===== src/rtl/uart_cmd_decoder.sv =====
`default_nettype none
// ============================================================================
// Module  : uart_cmd_decoder
// Brief   : Turns uart_rx bytes into header/payload register frames and issues
//           one-cycle write/read strobes; inter-byte timeout aborts a frame.
//           Define UART_CMD_CHECKSUM_EN to require a trailing XOR checksum byte.
// Revision: 1.0 - initial release
// ============================================================================
module uart_cmd_decoder #(
  parameter int WORD_WIDTH = 8,
  parameter int ADDR_WIDTH = 4,
  parameter int DATA_BYTES = 4,
  parameter int TIMEOUT    = 1023
) (
  input  logic                    clk,
  input  logic                    rst_n,
  input  logic [WORD_WIDTH-1:0]   rx_data,
  input  logic                    rx_done,
  output logic [ADDR_WIDTH-1:0]   reg_addr,
  output logic [8*DATA_BYTES-1:0] reg_wdata,
  output logic                    reg_we,
  output logic                    reg_re,
  output logic                    busy,
  output logic                    frame_err
);

  localparam int c_cnt_w = (DATA_BYTES > 1) ? $clog2(DATA_BYTES) : 1;
  localparam int c_tmo_w = $clog2(TIMEOUT);
  localparam logic [c_cnt_w-1:0] c_last_byte = c_cnt_w'(DATA_BYTES - 1);
  localparam logic [c_tmo_w-1:0] c_tmo_last  = c_tmo_w'(TIMEOUT - 1);

  typedef enum logic [1:0] {S_IDLE, S_DATA, S_CSUM} state_t;

  state_t                    r_state;
  logic                      r_rx_done_q;
  logic [ADDR_WIDTH-1:0]     r_addr_lat;
  logic [8*DATA_BYTES-1:0]   r_wdata_sr;
  logic [c_cnt_w-1:0]        r_byte_cnt;
  logic [c_tmo_w-1:0]        r_tmo_cnt;
`ifdef UART_CMD_CHECKSUM_EN
  logic [7:0]                r_csum;
  logic                      r_is_write;
`endif

  logic                      w_stb;
  logic [8*DATA_BYTES+7:0]   w_sr_ext;
  logic [8*DATA_BYTES-1:0]   w_sr_next;

  // Rising edge of the idle-high rx_done level marks a completed byte.
  assign w_stb     = rx_done & ~r_rx_done_q;
  assign w_sr_ext  = {r_wdata_sr, rx_data};
  assign w_sr_next = w_sr_ext[8*DATA_BYTES-1:0];

  always_ff @(posedge clk or negedge rst_n) begin
    if (!rst_n) begin
      r_state     <= S_IDLE;
      r_rx_done_q <= 1'b1;
      r_addr_lat  <= '0;
      r_wdata_sr  <= '0;
      r_byte_cnt  <= '0;
      r_tmo_cnt   <= '0;
`ifdef UART_CMD_CHECKSUM_EN
      r_csum      <= '0;
      r_is_write  <= 1'b0;
`endif
      reg_addr    <= '0;
      reg_wdata   <= '0;
      reg_we      <= 1'b0;
      reg_re      <= 1'b0;
      busy        <= 1'b0;
      frame_err   <= 1'b0;
    end else begin
      r_rx_done_q <= rx_done;
      reg_we      <= 1'b0;
      reg_re      <= 1'b0;
      frame_err   <= 1'b0;
      case (r_state)
        S_IDLE: begin
          r_tmo_cnt <= '0;
          if (w_stb && rx_data[7]) begin
            r_addr_lat <= rx_data[ADDR_WIDTH-1:0];
`ifdef UART_CMD_CHECKSUM_EN
            r_csum     <= rx_data;
            r_is_write <= rx_data[6];
`endif
            if (rx_data[6]) begin
              r_wdata_sr <= '0;
              r_byte_cnt <= '0;
              r_state    <= S_DATA;
              busy       <= 1'b1;
            end else begin
`ifdef UART_CMD_CHECKSUM_EN
              r_state    <= S_CSUM;
              busy       <= 1'b1;
`else
              reg_addr   <= rx_data[ADDR_WIDTH-1:0];
              reg_re     <= 1'b1;
`endif
            end
          end
        end
        S_DATA: begin
          if (w_stb) begin
            r_tmo_cnt  <= '0;
            r_wdata_sr <= w_sr_next;
            r_byte_cnt <= r_byte_cnt + 1'b1;
`ifdef UART_CMD_CHECKSUM_EN
            r_csum     <= r_csum ^ rx_data;
            if (r_byte_cnt == c_last_byte) r_state <= S_CSUM;
`else
            if (r_byte_cnt == c_last_byte) begin
              reg_wdata <= w_sr_next;
              reg_addr  <= r_addr_lat;
              reg_we    <= 1'b1;
              r_state   <= S_IDLE;
              busy      <= 1'b0;
            end
`endif
          end else if (r_tmo_cnt == c_tmo_last) begin
            frame_err <= 1'b1;
            r_state   <= S_IDLE;
            busy      <= 1'b0;
          end else begin
            r_tmo_cnt <= r_tmo_cnt + 1'b1;
          end
        end
        default: begin
`ifdef UART_CMD_CHECKSUM_EN
          if (w_stb) begin
            r_tmo_cnt <= '0;
            r_state   <= S_IDLE;
            busy      <= 1'b0;
            if (rx_data == r_csum) begin
              reg_addr <= r_addr_lat;
              if (r_is_write) begin
                reg_wdata <= r_wdata_sr;
                reg_we    <= 1'b1;
              end else begin
                reg_re    <= 1'b1;
              end
            end else begin
              frame_err <= 1'b1;
            end
          end else if (r_tmo_cnt == c_tmo_last) begin
            frame_err <= 1'b1;
            r_state   <= S_IDLE;
            busy      <= 1'b0;
          end else begin
            r_tmo_cnt <= r_tmo_cnt + 1'b1;
          end
`else
          r_state <= S_IDLE;
          busy    <= 1'b0;
`endif
        end
      endcase
    end
  end

endmodule
`default_nettype wire


===== config.mk =====
export PLATFORM = sky130hd
export DESIGN_NAME = uart_cmd_decoder
export DESIGN_NICKNAME = d
export VERILOG_FILES = /design/src/rtl/uart_cmd_decoder.sv
export SDC_FILE = /design/constraint.sdc
export NUM_CORES = 1
export LEC_CHECK = 0
export CORE_ASPECT_RATIO = 1.75
export CORE_MARGIN = 5
export CORE_UTILIZATION = 56
export CTS_BUF_LIST = sky130_fd_sc_hd__clkbuf_8
export CTS_CLUSTER_DIAMETER = 50
export DETAILED_ROUTE_END_ITERATION = 8
export PLACE_DENSITY = 0.91
export SYNTH_ARGS = -nofsm -noshare
export SYNTH_HDL_FRONTEND = slang
export SYNTH_SLANG_ARGS = --single-unit

===== constraint.sdc =====
create_clock -name clk -period 2.19 [get_ports clk]
set_input_delay 0.438 -clock clk [delete_from_list [all_inputs] [get_ports clk]]
set_output_delay 0.438 -clock clk [all_outputs]
set_load 0.05 [all_outputs]

==> impl_metrics.json, run 1 <==
{
  "path_clk_slew_ns": 0.08,
  "via_per_inst": 5.93,
  "worstPathRequired_ns": 1.75,
  "fin_ws_ns": 0.190,
  "fp.dieH_microns": 113,
  "rsz0062_at_grt": "no",
  "p_per_area_nw_per_um2": 1490,
  "crit_type": "reg -> out",
  "clk_latency_ns": 0.35,
  "postCtsHoldBufs": 0,
  "netlist_area_sq_um": 3420,
  "reg2reg_slack_ns": 0.49,
  "grt_max_degree": 43,
  "cts.htree.levels": 3,
  "cts_root_buf": "clkbuf_8",
  "synth_common_cells": "dfrtp_1 (80), mux2_4 (29), a22o_1 (25)",
  "ys_warn_count": 0,
  "cts_sinks": 81,
  "max_slew_margin_pct": 64.9,
  "drt-total-wl_mm": 6.98,
  "die_w_microns": 69.1,
  "drv_cap": 0,
  "cts_tree": "built",
  "r2r_start": "r_tmo_cnt[0]",
  "drt_iter0_drc": 137,
  "synth.most_common_cell": "dfrtp_1",
  "die-area_sq_um": 7840,
  "yosys.area.top_type": "dfrtp_1",
  "antenna_found_initial": 0,
  "vias": 2183,
  "slowest_stage": "clkdlybuf4s50_1",
  "synth_top_area_share_pct": 58.5,
  "slowest_delay_ns": 0.82,
  "min_period_ns": 2.00,
  "syn2layout_area_growth_pct": 24.6,
  "start_util_pct": 57.8,
  "hpwl_mm": 4.60,
  "setup_violations": 0,
  "clock.fmax_ghz": 0.500,
  "cts_made_buffers": 9,
  "clk_path_buf_depth": 2,
  "synth.area.top_cells": "dfrtp_1 (58%), mux2_4 (13%), a22o_1 (6.4%), mux2_2 (5.3%), buf_6 (1.3%)",
  "portBuffers": 50,
  "rows": 37,
  "drcViolationCount": 0,
  "grt_usage_pct": 18.8,
  "cp-end-kind": "output pin",
  "antenna_cells": 0,
  "synth_nets": 246,
  "cp.arrival_ns": 1.56,
  "yosysSeqAreaShare_pct": 59.2,
  "async_flop_share_pct": 100,
  "tns_ns": 0,
  "synth_edf_count": 0,
  "ir_worst_vdd_uv": 688,
  "r2r_cells": 5,
  "cts_resized": 0,
  "finalCritPeriodShare_pct": 91.3,
  "yosys_register_bits": 81,
  "cp_num_buf_inv": 1,
  "final_hold_viol_count": 0,
  "clock_skew_ns": 0.00578,
  "fin_util_pct": 72.0,
  "min_path_type": "in -> async",
  "start_kind": "flip-flop",
  "ant_nets": 0,
  "grt_overflow": 0,
  "cp_top_family": "buffers and inverters",
  "crit_chain": "clkdlybuf4s50_1",
  "path_max_fanout": 2,
  "pre_cts_ws_ns": 0.0549,
  "timing.rr.end": "r_tmo_cnt[5]",
  "synthDistinctLibCells": 39,
  "netlist_instances": 232,
  "coreArea_sq_um": 5930,
  "p_leak_nw": 2.03,
  "first_pass_iters": 4,
  "synth.avg_cell_area_sq_um": 14.8,
  "tightest_slew_ns": 0.527,
  "drive_above_1_share_pct": 26.2,
  "ys.flop_type": "dfrtp_1",
  "drv_slew": 0,
  "gp_congestion": 0.849,
  "io_pins": 51,
  "cts_setup_buffers": 0,
  "grt_pass1_vias": 2219,
  "grt_first_pass_wirelength_mm": 11.6,
  "fin_nets": 299,
  "status": "finished, final reports clean",
  "avgRoutedWirePerCell_microns": 19.0
}
==> area by class of cell <==
class,count,area [sq um]
clock inverter,7,134
tap,78,97.6
sequential,81,2030
clock buffer,9,124
inverter,5,18.8
timing repair buffer,58,593
multi-input combinational,130,1270
fill,415,1660
==> state kept, by name (all words and copies together), names as in the netlist <==
signal,count
frame_err,1
r_addr_lat,4
busy,1
r_tmo_cnt,10
reg_wdata,32
r_wdata_sr,24
r_rx_done_q,1
reg_re,1
reg_addr,4
r_byte_cnt,2
reg_we,1
==> layout by cell type, fill, tap and decap left out, types with 2 or more instances in the layout <==
| master | count |
|---|---|
| nand2_1 | 3 |
| ha_1 | 3 |
| mux2_4 | 29 |
| nand4_1 | 4 |
| a22o_1 | 25 |
| a31oi_1 | 6 |
| mux2_2 | 16 |
| a211oi_1 | 3 |
| bufinv_16 | 4 |
| inv_1 | 6 |
| dfrtp_1 | 80 |
| nand3b_1 | 4 |
| nand3_1 | 5 |
| and3_1 | 2 |
| clkdlybuf4s50_1 | 48 |
| nor3_1 | 4 |
| a21oi_1 | 2 |
| nor4_1 | 3 |
| buf_4 | 7 |
| buf_12 | 3 |
| clkbuf_8 | 9 |
| mux2i_1 | 3 |
| clkinv_2 | 2 |
| and2_1 | 2 |
==> kinds of logic (layout without fill, tap and decap cells) <==
| family | count (synthesis) | after routing | synth area share, % |
|---|---|---|---|
| and+or+nand+nor | 36 | 36 | 6.72 |
| DFF | 81 | 81 | 59.2 |
| adders and majority gates | 3 | 3 | 1.10 |
| AOI/OAI and AO/OA | 42 | 42 | 10.2 |
| buffers and inverters | 21 | 79 | 3.62 |
| xor gates and xnor gates | 1 | 1 | 0.256 |
| muxes | 48 | 48 | 18.9 |
==> worst max path at each step <==
stage                     slack (ns)  cells past startpoint          from       endpoint
after floorplan                 0.37                      4          busy    reg_addr[0]
after global placement          0.15                      4    rx_data[7]    reg_addr[1]
after detailed placement        0.05                      4       rx_done  r_addr_lat[0]
after CTS                       0.17                      1  reg_wdata[9]   reg_wdata[9]
after global routing            0.16                      1  reg_wdata[9]   reg_wdata[9]
final                           0.19                      1  reg_wdata[9]   reg_wdata[9]
==> power by group <==
group          switching, mW  internal (mW)  total [mW]  leakage, nW
Clock                  0.518          0.864        1.38        0.134
Sequential             0.435           2.04        2.47         1.07
Combinational           1.41           1.09        2.50        0.828
==> metrics by stage <==
step           instances  hold slack [ns]  power (mW)  instance area (sq um)
2_1_floorplan        232            0.142        4.14                   3420
5_1_grt              368           0.0963        6.62                   4270
4_1_cts              368           0.0703        6.39                   4270
6_report             368           0.0692        6.35                   4270
3_5_place_dp         352            0.454        4.98                   4010
3_3_place_gp         352            0.445        4.88                   4010
==> per-layer routing <==
metal	up-vias	track usage, %	routed length, microns
li1	968	-	-
met1	1109	22.0	2740
met2	88	32.0	3680
met3	18	3.62	339
met4	0	11.0	222
met5	-	0	0
Note: power is estimated with default switching activity, not from simulation.
==> run 2: changes to the inputs <==
CAP_MARGIN = 10   (was unset)
REMOVE_ABC_BUFFERS = 1   (was unset)
TNS_END_PERCENT = 1   (was unset)
==> impl_metrics.json, run 2 (synthesized netlist as in run 1, its figures left out) <==
{
  "r2r_cells": 5,
  "crit_type": "reg -> out",
  "top_register": "reg_wdata",
  "via_per_inst": 5.83,
  "avgRoutedWirePerCell_microns": 18.2,
  "drt-total-wl_mm": 6.78,
  "crit_chain": "clkdlybuf4s50_1",
  "largest_register_ffs": 32,
  "clock_skew_ns": 0.00936,
  "gp_congestion": 0.890,
  "die_w_microns": 69.1,
  "path_clk_slew_ns": 0.09,
  "io_pins": 51,
  "cts_setup_buffers": 0,
  "p_per_area_nw_per_um2": 1450,
  "syn2layout_area_growth_pct": 25.0,
  "worstPathRequired_ns": 1.75,
  "cts.htree.levels": 3,
  "vias": 2168,
  "die-area_sq_um": 7840,
  "fin_util_pct": 72.2,
  "p_leak_nw": 2.03,
  "cts_tree": "built",
  "cts_root_buf": "clkbuf_8",
  "clk_path_buf_depth": 2,
  "start_util_pct": 57.8,
  "cp_top_family": "buffers and inverters",
  "mostFrequentLayoutCells": "dfrtp_1 (80), clkdlybuf4s50_1 (48), mux2_4 (29), a22o_1 (25), mux2_2 (16)",
  "drv_cap": 0,
  "cp_num_buf_inv": 1,
  "cp.arrival_ns": 1.59,
  "grt_pass1_vias": 2297,
  "clk_latency_ns": 0.36,
  "grt_overflow": 0,
  "grt_max_degree": 64,
  "cts_made_buffers": 9,
  "status": "finished, final reports clean",
  "finalCritPeriodShare_pct": 92.5,
  "drv_slew": 0,
  "start_kind": "flip-flop",
  "min_period_ns": 2.03,
  "first_pass_iters": 4,
  "final_common_cell": "dfrtp_1",
  "final_hold_viol_count": 0,
  "antenna_cells": 0,
  "coreArea_sq_um": 5930,
  "cts_sinks": 81,
  "whs_ns": 0.479,
  "clock.fmax_ghz": 0.493,
  "tightest_slew_ns": 0.524,
  "tns_ns": 0,
  "timing.rr.end": "r_tmo_cnt[5]",
  "r2r_start": "r_tmo_cnt[0]",
  "rsz0062_at_grt": "no",
  "slowest_stage": "clkdlybuf4s50_1",
  "antenna_found_initial": 0,
  "min_path_type": "in -> async",
  "portBuffers": 50,
  "slowest_delay_ns": 0.82,
  "fin_nets": 303,
  "drcViolationCount": 0,
  "setup_violations": 0,
  "ff_latch_area_sq_um": 2030,
  "max_slew_margin_pct": 65.0,
  "hpwl_mm": 4.44,
  "cp-end-kind": "output pin",
  "fp.dieH_microns": 113,
  "multi_input_area_sq_um": 1270,
  "path_max_fanout": 2,
  "ir_worst_vdd_uv": 1070,
  "fillCellCount": 433,
  "rows": 37,
  "drt_iter0_drc": 143,
  "reg2reg_slack_ns": 0.47,
  "grt_usage_pct": 18.9,
  "grt_first_pass_wirelength_mm": 11.7,
  "ant_nets": 0,
  "drive_above_1_share_pct": 27.2,
  "reg_top3": "reg_wdata x32, r_wdata_sr x24, r_tmo_cnt x10"
}
[run 2: repair_timing]
action / CTS / global route
hold buffers: 1 / 0
hold endpoints to repair: 18 / 0
resized for setup: 0 / 0
[run 2: worst max-delay path by stage]
stage | from | to | slack (ns) | cells past startpoint
2_1_floorplan | busy | reg_wdata[0] | -0.39 | 3
3_3_place_gp | rx_data[7] | reg_addr[0] | 0.20 | 4
3_5_place_dp | rx_done | reg_wdata[24] | 0.15 | 5
4_1_cts | reg_wdata[9] | reg_wdata[9] | 0.15 | 1
5_1_grt | reg_wdata[6] | reg_wdata[6] | 0.13 | 1
6_report | reg_wdata[6] | reg_wdata[6] | 0.16 | 1
[run 2: layout make-up]
cell class                 count  share of cell area, %
sequential                    81                   47.4
multi-input combinational    130                   29.7
clock buffer                  11                   3.54
inverter                       5                  0.438
tap                           78                   2.28
timing repair buffer          62                   14.6
clock inverter                 5                   2.02
[run 2: power breakdown]
group / internal [mW] / switching (mW) / leakage [nW]
logic: 1.09 / 1.43 / 0.847
clock network: 0.712 / 0.557 / 0.120
registers: 2.04 / 0.394 / 1.07
[run 2: per-layer routing]
layer	track usage [%]	routed length [microns]	share of wire (%)	vias to the layer above
li1	-	-	-	978
met1	23.7	2780	41	1101
met2	30.5	3460	51	68
met3	4.59	335	4.9	21
met4	9.52	210	3.1	0
met5	0	0	0	-
[run 2: stage by stage]
step	instance area (sq um)	total power, mW	setup slack (ns)	std cells
final	4280	6.22	0.164	372
after global routing	4280	6.51	0.129	372
after CTS	4280	6.27	0.152	372
after detailed placement	4030	4.96	0.151	355
after global placement	4030	4.88	0.200	355
after floorplan	3320	4.09	-0.390	216
==> run 3: changes to the inputs <==
CAP_MARGIN = unset   (was 10)
==> results of run 3 <==
The final DEF is identical to that of run 2; final timing and power are the same.
==> variant (settings of run 1) <==
Re-encode `state_t` (3 states) as one-hot, 3 bits wide.
--- a/src/rtl/uart_cmd_decoder.sv
+++ b/src/rtl/uart_cmd_decoder.sv
@@ -31,3 +31,3 @@
 
-  typedef enum logic [1:0] {S_IDLE, S_DATA, S_CSUM} state_t;
+  typedef enum logic [2:0] {S_IDLE = 3'b001, S_DATA = 3'b010, S_CSUM = 3'b100} state_t;
 
Function: same outputs for any inputs over 10 cycles, from zero or initial values and one cycle with rst_n low; not proved beyond that.
==> variant against run 1 <==
  * Sequential cell count up 1
  * Clock skew grew 1.3 ps
  * Sequential share of layout area increased by 0.32 points
  * Worst setup slack got worse by 58 ps
  * Die area increased by 0.26%
  * Cell count is 18% higher
  * Area after synthesis up 0.29%
  * Critical path depth unchanged
  * Core utilization increased by 0.44 points
  * Cell area rose by 0.62%
  * Wire length is 2.3% higher
  * Count of clock-buffer cells in the layout grew 1
Power is not compared: it rests on default switching activity, and its combinational part moved more than twofold at a synthesized area within 25%.
==> variant: results (changes against run 1) <==
.. list-table::
   :header-rows: 1

   * - Metric
     - Value
   * - Syn nets
     - 306 (+24%)
   * - Instance area at placement
     - 0.004050 sq mm (+1.0%)
   * - # placed instances
     - 418 (+19%)
   * - Number of standard cells in the final layout excluding fillers
     - 434 (+18%)
   * - Share of layout cells above drive strength 1
     - 20.22% (-6.0 points)
   * - Via count of the routed design
     - 2,414 (+11%)
   * - Vias in the first global route
     - 2,506 (+13%)
   * - Run status
     - finished, final reports clean
   * - Final Skew
     - 7.117 ps (+1.332 ps)
   * - GPL Wtd Cong
     - 0.8790 (+3.5%)
   * - Routed length per placed instance
     - 16.46 microns (-13%)
   * - Max Fanout on Critical Path
     - 6 (+4)
   * - Worst slew slack as a fraction of its limit
     - 34.42% (-30 points)
   * - Crit path arrival time
     - 1620 ps (+60 ps)
   * - Most frequent cells after synthesis
     - sky130_fd_sc_hd__dfrtp_1, sky130_fd_sc_hd__nand2_1, sky130_fd_sc_hd__mux2_2, sky130_fd_sc_hd__nand3_1, sky130_fd_sc_hd__and3_1
   * - Placed wire-length estimate
     - 5134 microns (+11%)
   * - Slowest cell delay on critical path
     - 840 ps (+20 ps)
   * - Cells taking the most area after synthesis
     - sky130_fd_sc_hd__dfrtp_1, sky130_fd_sc_hd__mux2_2, sky130_fd_sc_hd__nand2_1, sky130_fd_sc_hd__nand3_1, sky130_fd_sc_hd__dfstp_2
   * - Portion of the post-synthesis area used by sequential elements
     - 59.82% (+0.59 points)
   * - Worst hold-check path type
     - in -> async
   * - Tcrit/Tclk final
     - 93.99% (+2.7 points)
   * - GRT Total Usage
     - 19.84% (+1.0 points)
   * - Slowest stage cell, crit path
     - sky130_fd_sc_hd__clkdlybuf4s50_1
   * - Post-layout nets
     - 365 (+22%)
   * - Global-route wire length before repair
     - 12,140 microns (+5.1%)
   * - Starting DRC count in detailed routing
     - 177 (+29%)
-- variant: area by class of cell --
class / count / share of cell area, %
flip-flops and latches: 82 / 47.84
clock inverters: 6 / 2.477
clock buffers: 10 / 3.205
repair buffers: 61 / 14.10
well taps: 78 / 2.273
inverters: 2 / 0.1748
multi-input cells: 195 / 29.92
-- variant: worst paths after layout --
path,from,endpoint,slack [ps],cells after the start
setup / recovery,r_state[1],busy,130,1
hold / removal,rst_n,reg_wdata[3],70,1
setup reg to reg,r_tmo_cnt[0],r_tmo_cnt[3],380,6
hold reg to reg,r_wdata_sr[22],r_wdata_sr[22],480,2
max in group asynchronous,rst_n,reg_wdata[10],1520,2
min in group clk,r_wdata_sr[22],r_wdata_sr[22],480,2
-- variant: through the flow --
| step | setup WS, ps | power [W] | utilization, % |
|---|---|---|---|
| 2_1_floorplan | 419.7 | 0.001729 | - |
| 3_3_place_gp | 68.48 | 0.001844 | 68.35 |
| 3_5_place_dp | 21.13 | 0.001852 | 68.35 |
| 4_1_cts | 108.3 | 0.003142 | 72.47 |
| 5_1_grt | 70.05 | 0.003231 | 72.47 |
| 6_report | 131.5 | 0.003111 | 72.47 |
-- variant: layer usage --
| layer | share of wire [%] | vias to the layer above | GRT usage (%) | wire length, microns |
|---|---|---|---|---|
| met1 | 38 | 1189 | 21.83 | 2742 |
| met2 | 55 | 69 | 35.08 | 3904 |
| met4 | 3.1 | 0 | 10.82 | 218 |
| met3 | 3.9 | 18 | 4.586 | 278 |
| li1 | - | 1138 | - | - |
| met5 | 0 | - | 0 | 0 |
-- variant: cells by family after synthesis --
kind of cell / synth area share (%)
xor+xnor: 0.2551
mux: 11.80
buf+inv: 2.841
flops: 59.82
compound gates: 6.339
simple gates: 17.85
fa+ha+maj: 1.093
-- variant: report_power, final --
part           switching, W  internal, W
clock              0.000509     0.000782
combinational      0.000156    0.0000880
sequential        0.0000230      0.00155
